File: src/rtl/proc_ctrl.sv
// proc_ctrl: control unit for the 4-register, 6-bit processor datapath.
//
// Fetches a 6-bit instruction {op[1:0], X[1:0], Y[1:0]} from DIN when Run is
// sampled high in T0, then sequences the busmux selects and the register,
// accumulator and ALU enables over 1 (mv/mvi) or 3 (add/sub) execute cycles.
// Done is high on the last execute cycle.
//
// Ports:
//   Clock   in   rising-edge clock
//   Resetn  in   asynchronous active-low reset
//   Run     in   start request, sampled only in T0
//   DIN     in   instruction word in T0 (immediate for mvi in T1)
//   Rout    out  one-hot bus source select, bit 3 = R0 .. bit 0 = R3
//   Gout    out  G drives the bus
//   DINout  out  DIN drives the bus
//   Rin     out  one-hot register load enable, same ordering as Rout
//   Ain     out  load A from the bus
//   Gin     out  load G with the ALU result
//   AddSub  out  0 = A+bus, 1 = A-bus (meaningful only with Gin)
//   Done    out  one-cycle pulse on the final cycle of each instruction
module proc_ctrl #(
  parameter int REG_NUM   = 4,
  parameter int DATAWIDTH = 6
) (
  input  logic                 Clock,
  input  logic                 Resetn,
  input  logic                 Run,
  input  logic [DATAWIDTH-1:0] DIN,
  output logic [REG_NUM-1:0]   Rout,
  output logic                 Gout,
  output logic                 DINout,
  output logic [REG_NUM-1:0]   Rin,
  output logic                 Ain,
  output logic                 Gin,
  output logic                 AddSub,
  output logic                 Done
);

  typedef enum logic [1:0] {
    T0 = 2'd0,
    T1 = 2'd1,
    T2 = 2'd2,
    T3 = 2'd3
  } state_t;

  typedef struct packed {
    logic [REG_NUM-1:0] rout;
    logic               gout;
    logic               dinout;
    logic [REG_NUM-1:0] rin;
    logic               ain;
    logic               gin;
    logic               addsub;
    logic               done;
  } ctrl_t;

  state_t               state_q, state_d;
  logic [DATAWIDTH-1:0] ir_q, ir_d;
  ctrl_t                ctrl_q;

  // One-hot register select in busmux ordering: index 0 maps to the MSB.
  function automatic logic [REG_NUM-1:0] sel(input logic [1:0] n);
    logic [REG_NUM-1:0] msb;
    msb = {1'b1, {(REG_NUM-1){1'b0}}};
    return msb >> n;
  endfunction

  // Moore output decode for a given state and instruction word.
  function automatic ctrl_t decode(input state_t st, input logic [DATAWIDTH-1:0] ir);
    ctrl_t      c;
    logic [1:0] op;
    logic [1:0] x;
    logic [1:0] y;
    c  = '0;
    op = ir[5:4];
    x  = ir[3:2];
    y  = ir[1:0];
    case (st)
      T0: c = '0;
      T1: begin
        case (op)
          2'b00: begin
            c.rout = sel(y);
            c.rin  = sel(x);
            c.done = 1'b1;
          end
          2'b01: begin
            c.dinout = 1'b1;
            c.rin    = sel(x);
            c.done   = 1'b1;
          end
          default: begin
            c.rout = sel(x);
            c.ain  = 1'b1;
          end
        endcase
      end
      T2: begin
        c.rout   = sel(y);
        c.gin    = 1'b1;
        c.addsub = op[0];
      end
      T3: begin
        c.gout = 1'b1;
        c.rin  = sel(x);
        c.done = 1'b1;
      end
      default: c = '0;
    endcase
    return c;
  endfunction

  // Next-state and instruction-register update; Run is only looked at in T0.
  always_comb begin
    state_d = state_q;
    ir_d    = ir_q;
    case (state_q)
      T0: begin
        if (Run) begin
          ir_d    = DIN;
          state_d = T1;
        end else begin
          state_d = T0;
        end
      end
      // op[1] set means add/sub, which needs the two extra cycles
      T1: begin
        if (ir_q[5]) begin
          state_d = T2;
        end else begin
          state_d = T0;
        end
      end
      T2:      state_d = T3;
      T3:      state_d = T0;
      default: state_d = T0;
    endcase
  end

  // State, IR and registered outputs; outputs are decoded from the next
  // state so they always equal decode(state_q, ir_q) without a cycle lag.
  always_ff @(posedge Clock or negedge Resetn) begin
    if (!Resetn) begin
      state_q <= T0;
      ir_q    <= '0;
      ctrl_q  <= '0;
    end else begin
      state_q <= state_d;
      ir_q    <= ir_d;
      ctrl_q  <= decode(state_d, ir_d);
    end
  end

  assign Rout   = ctrl_q.rout;
  assign Gout   = ctrl_q.gout;
  assign DINout = ctrl_q.dinout;
  assign Rin    = ctrl_q.rin;
  assign Ain    = ctrl_q.ain;
  assign Gin    = ctrl_q.gin;
  assign AddSub = ctrl_q.addsub;
  assign Done   = ctrl_q.done;

endmodule

File: config.mk
export PLATFORM = sky130hd
export DESIGN_NAME = proc_ctrl
export DESIGN_NICKNAME = d
export VERILOG_FILES = /design/src/rtl/proc_ctrl.sv
export SDC_FILE = /design/constraint.sdc
export NUM_CORES = 1
export LEC_CHECK = 0
export CORE_ASPECT_RATIO = 1.1
export CORE_MARGIN = 1.5
export CORE_UTILIZATION = 40
export DETAILED_ROUTE_END_ITERATION = 6
export PLACE_DENSITY = 0.74
export SLEW_MARGIN = 5
export SYNTH_ARGS = -nofsm -noshare
export SYNTH_HDL_FRONTEND = slang
export SYNTH_SLANG_ARGS = --single-unit
File: constraint.sdc
create_clock -name Clock -period 4.6 [get_ports Clock]
set_input_delay 0.46 -clock Clock [delete_from_list [all_inputs] [get_ports Clock]]
set_output_delay 0.46 -clock Clock [all_outputs]
set_load 0.05 [all_outputs]
==> impl_metrics.py <==
metrics = {
    "synth": {
        "synth_ff_type": "dfrtp_1",
        "netlist_instances": 84,
        "synth.distinct_cells": 34,
        "yosysSeqAreaShare": 0.558,
        "synth_area_per_cell_um2": 11.8,
        "synth_area_um2": 987,
        "synth_top_area_frac": 0.558,
        "yosysWarnings": 0,
        "synth_common_cells": "dfrtp_1, nor2_1, inv_1, nand2_1, nand3b_1",
        "synth-edff-count": 0,
        "syn_nets": 95,
        "synth_top_area_cell": "dfrtp_1",
        "synth-seq-cells": 22,
        "async_reset_ff_frac": 1.00,
        "synth_top_cells_by_area": "dfrtp_1, mux2_2, nand3b_1, nor2_1, ha_1",
        "yosysMostFrequentCell": "dfrtp_1",
    },
    "timing": {
        "grt_setup_unrepaired": "no",
        "hold_ws_ps": 538,
        "worst_pin_slew_ps": 962,
        "slew_violations": 0,
        "post-route-min-period_ps": 2240,
        "max_freq_ghz": 0.446,
        "hold_violations": 0,
        "fin_skew_ps": 4.50,
        "post-route-period-util": 0.488,
        "maxSlewHeadroom": 0.357,
        "fin_setup_tns_ps": 0,
        "setup_viol": 0,
    },
    "detailed_routing": {
        "num_vias": 715,
        "drc": 0,
        "initialDrtViolationCount": 14,
        "drt_wl_total_um": 1890,
        "drt_pass1_iterations": 4,
        "wl_per_cell_um": 13.7,
        "ant_nets": 0,
        "vias_per_cell": 5.18,
    },
    "setup_path": {
        "cp-start-kind": "input pin",
        "crit_path_end_kind": "flip-flop",
        "cp.required_ps": 4850,
        "worst_path_max_delay_cell": "clkdlybuf4s50_1",
        "cp.arrival_ps": 2490,
        "cp_max_fo": 5,
        "worst-setup-path-type": "input pin to flip-flop",
        "reg2reg_slack_ps": 2490,
        "reg2reg_to": "Rout[0]",
        "critical_path.cell_chain": "clkdlybuf4s50_1, nor2_1, or2_2, inv_1, ha_1, or2b_2, nor4_1, a221o_2, a32o_1",
        "r2r-start": "state_q[1]",
        "r2r_cells": 9,
        "slowest_delay_ps": 500,
    },
    "finish": {
        "drive_above_1_share": 0.167,
        "fin_cells": 138,
        "multiInputGateArea_um2": 392,
        "nNetsFinal": 121,
        "register_area_um2": 551,
        "n_antenna_cell": 0,
        "stdcell_area_mm2": 0.00126,
        "fillCellCount": 212,
        "syn_to_final_growth_pct": 27.2,
    },
    "global_route": {
        "grt_pass1_vias": 678,
        "grt-ovfl-total": 0,
        "antenna_found_initial": 0,
        "grt_max_degree": 23,
        "grtUsageTotal": 0.152,
        "grt_pass1_wl_um": 3000,
    },
    "placement": {
        "dpl.hpwl_um": 1400,
        "port_buffers": 22,
        "place_area_mm2": 0.00123,
        "dpl.cell_count": 135,
        "place_congestion": 0.734,
    },
    "min_path": {
        "min_path_type": "flip-flop to flip-flop",
        "hold_start": "state_q[0]",
        "whs_endpoint": "Gout",
        "hold_depth": 1,
    },
    "clock_tree": {
        "insertion_delay_ps": 300,
        "root_buffer": "clkbuf_4",
        "cts_max_level": 1,
        "cts_tree": "done",
        "clk_pin_slew_worst_paths_ps": 120,
        "clock-sinks": 22,
        "cts.path.max_buffers": 2,
        "numCtsBuffers": 3,
        "post_cts_resized": 0,
        "ctsHoldBuffers": 0,
        "cts_setup_buffers": 0,
    },
    "power_and_ir_drop": {
        "leakagePower_nw": 0.555,
        "vdd_ir_drop_max_v": 0.000367,
        "power_w": 0.000866,
        "power_density_mw_per_mm2": 689,
    },
    "flow_run": {
        "max-cap-violations": 0,
    },
    "die": {
        "core_area_mm2": 0.00230,
        "die_x_um": 50.4,
        "initial_core_util": 0.430,
        "io_pins": 23,
        "die_h_um": 55.1,
        "dieArea_mm2": 0.00278,
        "rows": 18,
    },
    "run_status": {
        "status": "finished, final reports clean",
    },
}
[sequential cells by signal, indices dropped and copies added (netlist names)]
signal,count
AddSub,1
Ain,1
DINout,1
Done,1
Gin,1
Gout,1
Rin,4
Rout,4
ir_q,6
state_q,2
[how the worst max path moves through the flow]
stage / start / end / slack, ps / depth (start not counted)
6_report: Run / Rout[0] / 2360 / 9
5_1_grt: Run / Rout[0] / 2280 / 9
4_1_cts: Run / Rout[0] / 2370 / 8
3_5_place_dp: Run / Rout[0] / 2050 / 8
3_3_place_gp: Run / Rout[0] / 2120 / 8
2_1_floorplan: state_q[1] / Rout[0] / 2670 / 9
[cells by family (layout without fill, tap and decap cells)]
logic type | after synthesis | in the layout | share of synthesized area
AND/OR/NAND/NOR | 32 | 32 | 0.190
flip-flops | 22 | 22 | 0.558
AO/OA/AOI/OAI | 13 | 13 | 0.100
buffers and inverters | 9 | 33 | 0.0456
multiplexers | 6 | 6 | 0.0811
adder cells (fa/ha/maj) | 2 | 2 | 0.0253
[layout by cell type (no fill, tap or decap)]
cell type	Yosys	layout
or2b_2	1	1
buf_4	1	1
and2_1	1	1
and3_2	1	1
ha_1	2	2
nand3_1	1	1
o31ai_1	2	2
nand2_1	6	6
inv_2	1	1
nand3b_1	4	4
nor2_1	7	7
a32o_1	2	2
clkdlybuf4s50_1	0	22
inv_1	6	6
mux2i_4	1	1
o21ba_2	1	1
nand2b_1	2	2
clkbuf_4	0	3
a221o_2	1	1
and2b_2	1	1
mux2i_1	1	1
o21ai_1	1	1
mux2_2	3	3
nor3_1	1	1
nor3b_2	1	1
a22o_1	2	2
o21ai_0	3	3
a21oi_1	1	1
nor2b_1	1	1
nor2_2	1	1
nor4_1	1	1
dfrtp_1	22	22
mux2i_2	1	1
or2_2	1	1
nand4b_1	2	2
[layer usage]
metal / GRT usage / part of all wire / vias to the layer above
met1: 0.162 / 0.43 / 338
met3: 0.0269 / 0.042 / 8
met4: 0.0901 / 0.028 / 0
met5: 0 / 0 / -
li1: - / - / 340
met2: 0.289 / 0.50 / 29
[critical path, delay by kind of cell]
kind / cells / cell delay (ps)
compound gates: 2 / 340
fa+ha+maj: 1 / 230
buf+inv: 2 / 580
simple gates: 4 / 880
[power breakdown]
| group | leakage, nW | switching (W) | total, W | internal (W) |
|---|---|---|---|---|
| Combinational | 0.256 | 0.000289 | 0.000466 | 0.000177 |
| Clock | 0.0138 | 0.0000555 | 0.0000860 | 0.0000306 |
| Sequential | 0.286 | 0.0000492 | 0.000314 | 0.000265 |
[final cells by class]
class,instances,area share
inverters,7,0.0209
clock buffers,3,0.0179
multi-input cells,53,0.312
repair buffers,23,0.181
flip-flops and latches,22,0.438
well taps,30,0.0299
[stage by stage]
stage / worst slack [ps] / util
floorplan: 2670 / -
global placement: 2120 / 0.537
detailed placement: 2050 / 0.537
CTS: 2370 / 0.547
global route: 2280 / 0.547
finish: 2360 / 0.547
No activity file was read; power rests on OpenSTA's default activity.
==> variant 1 (same settings) <==
`REG_NUM`: 4 -> 3.
--- a/src/rtl/proc_ctrl.sv
+++ b/src/rtl/proc_ctrl.sv
@@ -21,3 +21,3 @@
 module proc_ctrl #(
-  parameter int REG_NUM   = 4,
+  parameter int REG_NUM   = 3,
   parameter int DATAWIDTH = 6
Interface: changed (resized Rin and Rout); port bits go from 23 to 21. The function was not compared with the original's and may differ.
==> variant 1 against the original RTL <==
Largest cell class unchanged. Via count is 6.4% lower. Utilization down 1.1 points. Worst setup slack better by 150 ps. Power down 13%. Routed wire length decreased by 2.0%. Clock skew shrank 0.79 ps. Sequential cell count decreased by 2. Final area decreased by 4.9%. Synthesized area fell by 5.6%. Non-clock buffer count decreased by 2.
==> variant 1: results (changes against the original RTL) <==
status: "finished clean"  # unchanged
layout.nets: 116  # was 121
synth_area_in_adders: 0.0403  # was 0.0253
post_layout_nonfiller_instances: 133  # was 138
worst_r2r_startpoint: "state_q[0]"  # was state_q[1]
worst_ep_arrival_time_ps: 2320  # was 2490 ps
drt_iter0_markers: 13  # was 14
use_met3: 0.0333  # was 0.0269
io_buffers: 20  # was 22
timing.hold.ws_ps: 576  # was 538 ps
timing_worst_slew_pin_value_ps: 863  # was 962 ps
worst_setup_path_endpoint: "Rout[2]"  # was Rout[0]
synth.net_count: 92  # was 95
worst-r2r-cell-count: 7  # was 9
ys_types: 27  # was 34
worst_hold_path.endpoint: "ir_q[2]"  # was Gout
met3RoutedLength_um: 51  # was 80 um
groute.layer.met2.usage: 0.320  # was 0.289
estimated_wirelength_of_the_detail_placed_design_um: 1370  # was 1400 um
rrSetupSlack_ps: 2720  # was 2490 ps
final.fill_count: 204  # was 212
holdCritStartpoint: "ir_q[2]"  # was state_q[0]
grt_start_max_net_pins: 21  # was 23
dpl_cells: 129  # was 135
clock-skew-final_ps: 3.71  # was 4.50 ps
area.growth.synth_to_final_pct: 28.2  # was 27.2%
power.share.combinational: 0.499  # was 0.538
met2RoutedLength_um: 1040  # was 941 um
vias_in_the_first_global_route: 700  # was 678
clock_power_share: 0.134  # was 0.099
postSynthCellCount: 80  # was 84
[variant 1: changes by cell type in the layout (fill, tap and decap cells not counted), moves of 3 or more]
| cell | unedited run | this run |
|---|---|---|
| nand2_1 | 6 | 0 |
| nor3b_1 | 0 | 6 |
| nand3b_1 | 4 | 0 |
| o211ai_1 | 0 | 4 |
| a21oi_1 | 1 | 4 |
| o21a_1 | 0 | 3 |
| o21ai_0 | 3 | 0 |
[variant 1: final cells by class]
class / instances / area share
clock buffer: 4 / 0.0304
inverter: 8 / 0.0251
multi-input combinational: 50 / 0.320
sequential: 20 / 0.419
tap: 30 / 0.0314
timing repair buffer: 21 / 0.174
[variant 1: logic make-up (layout without fill, tap and decap cells)]
logic type	after synthesis	count (layout)
AO/OA/AOI/OAI	15	15
multiplexers	7	7
buffers and inverters	10	33
flip-flops	20	20
AND/OR/NAND/NOR	25	25
adder cells (fa/ha/maj)	3	3
==> variant 2 (same settings) <==
Made on the original files. Register the inputs `Run` and `DIN` before use. The logic sees them one clock later.
--- a/src/rtl/proc_ctrl.sv
+++ b/src/rtl/proc_ctrl.sv
@@ -55,2 +55,10 @@
   } ctrl_t;
+
+  logic Run_q;
+  logic [DATAWIDTH-1:0] DIN_q;
+
+  always_ff @(posedge Clock) begin
+    Run_q <= Run;
+    DIN_q <= DIN;
+  end
 
@@ -118,4 +126,4 @@
       T0: begin
-        if (Run) begin
-          ir_d    = DIN;
+        if (Run_q) begin
+          ir_d    = DIN_q;
           state_d = T1;
Formal check against the unedited RTL: not equivalent (a bounded check fails within 4 cycles, from zero or initial values and one cycle with Resetn low).
==> variant 2 against the original RTL <==
Final area up 12%. Power rose by 13%. Hold slack about the same. Synthesized area grew 11%. Worst setup slack improved by 250 ps. Non-clock buffer count shrank 1. Sequential cell count is 7 higher. Routed wire length up 3.0%. Critical path type is now reg2reg. Critical endpoint unchanged. Largest power group unchanged.
==> variant 2: results (changes against the original RTL) <==
relSlewSlack: 0.351  # was 0.357
worst_hold_path_type: "reg2reg"  # unchanged
ys_types: 26  # was 34
netlist_top_cells_count: "dfrtp_1 (22), dfxtp_1 (7), inv_1 (6), nor2_1 (6)"  # was dfrtp_1 (22), nor2_1 (7), inv_1 (6), nand2_1 (6), nand3b_1 (4)
insertion_delay_ps: 330  # was 300 ps
synth-xor-area-share: 0  # unchanged
drt_iter0_markers: 12  # was 14
grt_util_all_layers: 0.157  # was 0.152
total_leakage_power_uw: 0.000624  # was 0.000555 uW
critical-path-top-delay-family: "simple AND/OR/NAND/NOR gates"  # unchanged
cts.repair.resized: 0  # unchanged
ctsHtreeMaxLevel: 2  # was 1
post_layout_nonfiller_instances: 147  # was 138
estimated_wirelength_of_the_detail_placed_design_um: 1450  # was 1400 um
rrSetupSlack_ps: 2600  # was 2490 ps
clock-skew-final_ps: 14.3  # was 4.50 ps
timing.hold.ws_ps: 539  # was 538 ps
vias_in_the_first_global_route: 764  # was 678
synth_seq_area_share: 0.628  # was 0.558
synthArstFlopShare: 0.759  # was 1.00
holdCritStartpoint: "DIN_q[0]"  # was state_q[0]
worstSetupPathType: "reg2reg"  # was in2reg
worst_r2r_startpoint: "state_q[0]"  # was state_q[1]
synth_mux_area_frac: 0.0899  # was 0.0811
final.fill_count: 226  # was 212
post_synth_main_area_contributors: "dfrtp_1 (50%), dfxtp_1 (13%), mux2i_1 (4.6%)"  # was dfrtp_1 (56%), mux2_2 (3.4%), nand3b_1 (3.0%)
postSynthCellCount: 88  # was 84
clk_pin_slew_ps: 80  # was 120 ps
status: "finished clean"  # unchanged
drive_above_1_share: 0.112  # was 0.167
antennaDiodeCount: 0  # unchanged
power-per-cell-area_nw_per_um2: 695  # was 689 nW/um^2
critPathMaxStageDelay_ps: 590  # was 500 ps
critical_path.max_fanout: 13  # was 5
number_of_cts_inserted_buffers: 5  # was 3
synth.net_count: 100  # was 95
worst-r2r-cell-count: 5  # was 9
gp_congestion: 0.801  # was 0.734
synth_area_in_adders: 0.0341  # was 0.0253
synth-warning-count: 0  # unchanged
worst_ep_arrival_time_ps: 2200  # was 2490 ps
layout.nets: 127  # was 121
critical_path.slowest_cell: "nor3b_4"  # was clkdlybuf4s50_1
worst_hold_path.endpoint: "ir_q[0]"  # was Gout
postPlaceCellArea_sq_um: 1340  # was 1230 sq um
dpl_cells: 139  # was 135
synth-compound-area-share: 0.0569  # was 0.100
routed_wire_length_um: 1950  # was 1890 um
grt_pass1_wl_um: 3310  # was 3000 um
vdd.ir_drop.worst_v: 0.000433  # was 0.000367 V
vias: 743  # was 715
## variant 2: worst max-delay path by stage
| stage | startpoint | end | slack (ps) | depth (start not counted) |
|---|---|---|---|---|
| final | state_q[0] | Rout[0] | 2600 | 5 |
| after global placement | state_q[0] | Rin[1] | 2650 | 4 |
| after floorplan | state_q[0] | Rout[2] | 2780 | 8 |
| after CTS | state_q[0] | Rout[0] | 2600 | 5 |
| after global routing | state_q[0] | Rout[2] | 2400 | 7 |
| after detailed placement | state_q[0] | Rout[0] | 2620 | 5 |
## variant 2: kinds of logic after synthesis
logic type | Yosys count
and+or+nand+nor | 29
adders and majority gates | 3
AOI/OAI and AO/OA | 10
muxes | 9
buffers and inverters | 8
DFF | 29
## variant 2: final cells by class
class | count | share of cell area
clock buffer | 8 | 0.0419
timing repair buffer | 22 | 0.157
inverter | 6 | 0.0161
sequential | 29 | 0.492
tap | 31 | 0.0277
multi-input combinational | 51 | 0.265
## variant 2: metal layers
metal | up-vias | track usage | share of wire
met3 | 6 | 0.0722 | 0.056
met5 | - | 0 | 0
li1 | 352 | - | -
met2 | 19 | 0.241 | 0.50
met4 | 0 | 0.0879 | 0.027
met1 | 366 | 0.178 | 0.41
## variant 2: through the flow
stage | total power, uW | worst slack, ps
2_1_floorplan | 691 | 2780
3_3_place_gp | 813 | 2650
3_5_place_dp | 826 | 2620
4_1_cts | 983 | 2600
5_1_grt | 1040 | 2400
6_report | 975 | 2600
## variant 2: where the power goes
group	switching (uW)	internal, uW	leakage (uW)
logic	280	162	0.000247
clock network	80.8	75.3	0.0000326
registers	47.1	329	0.000345
total	408	566	0.000624
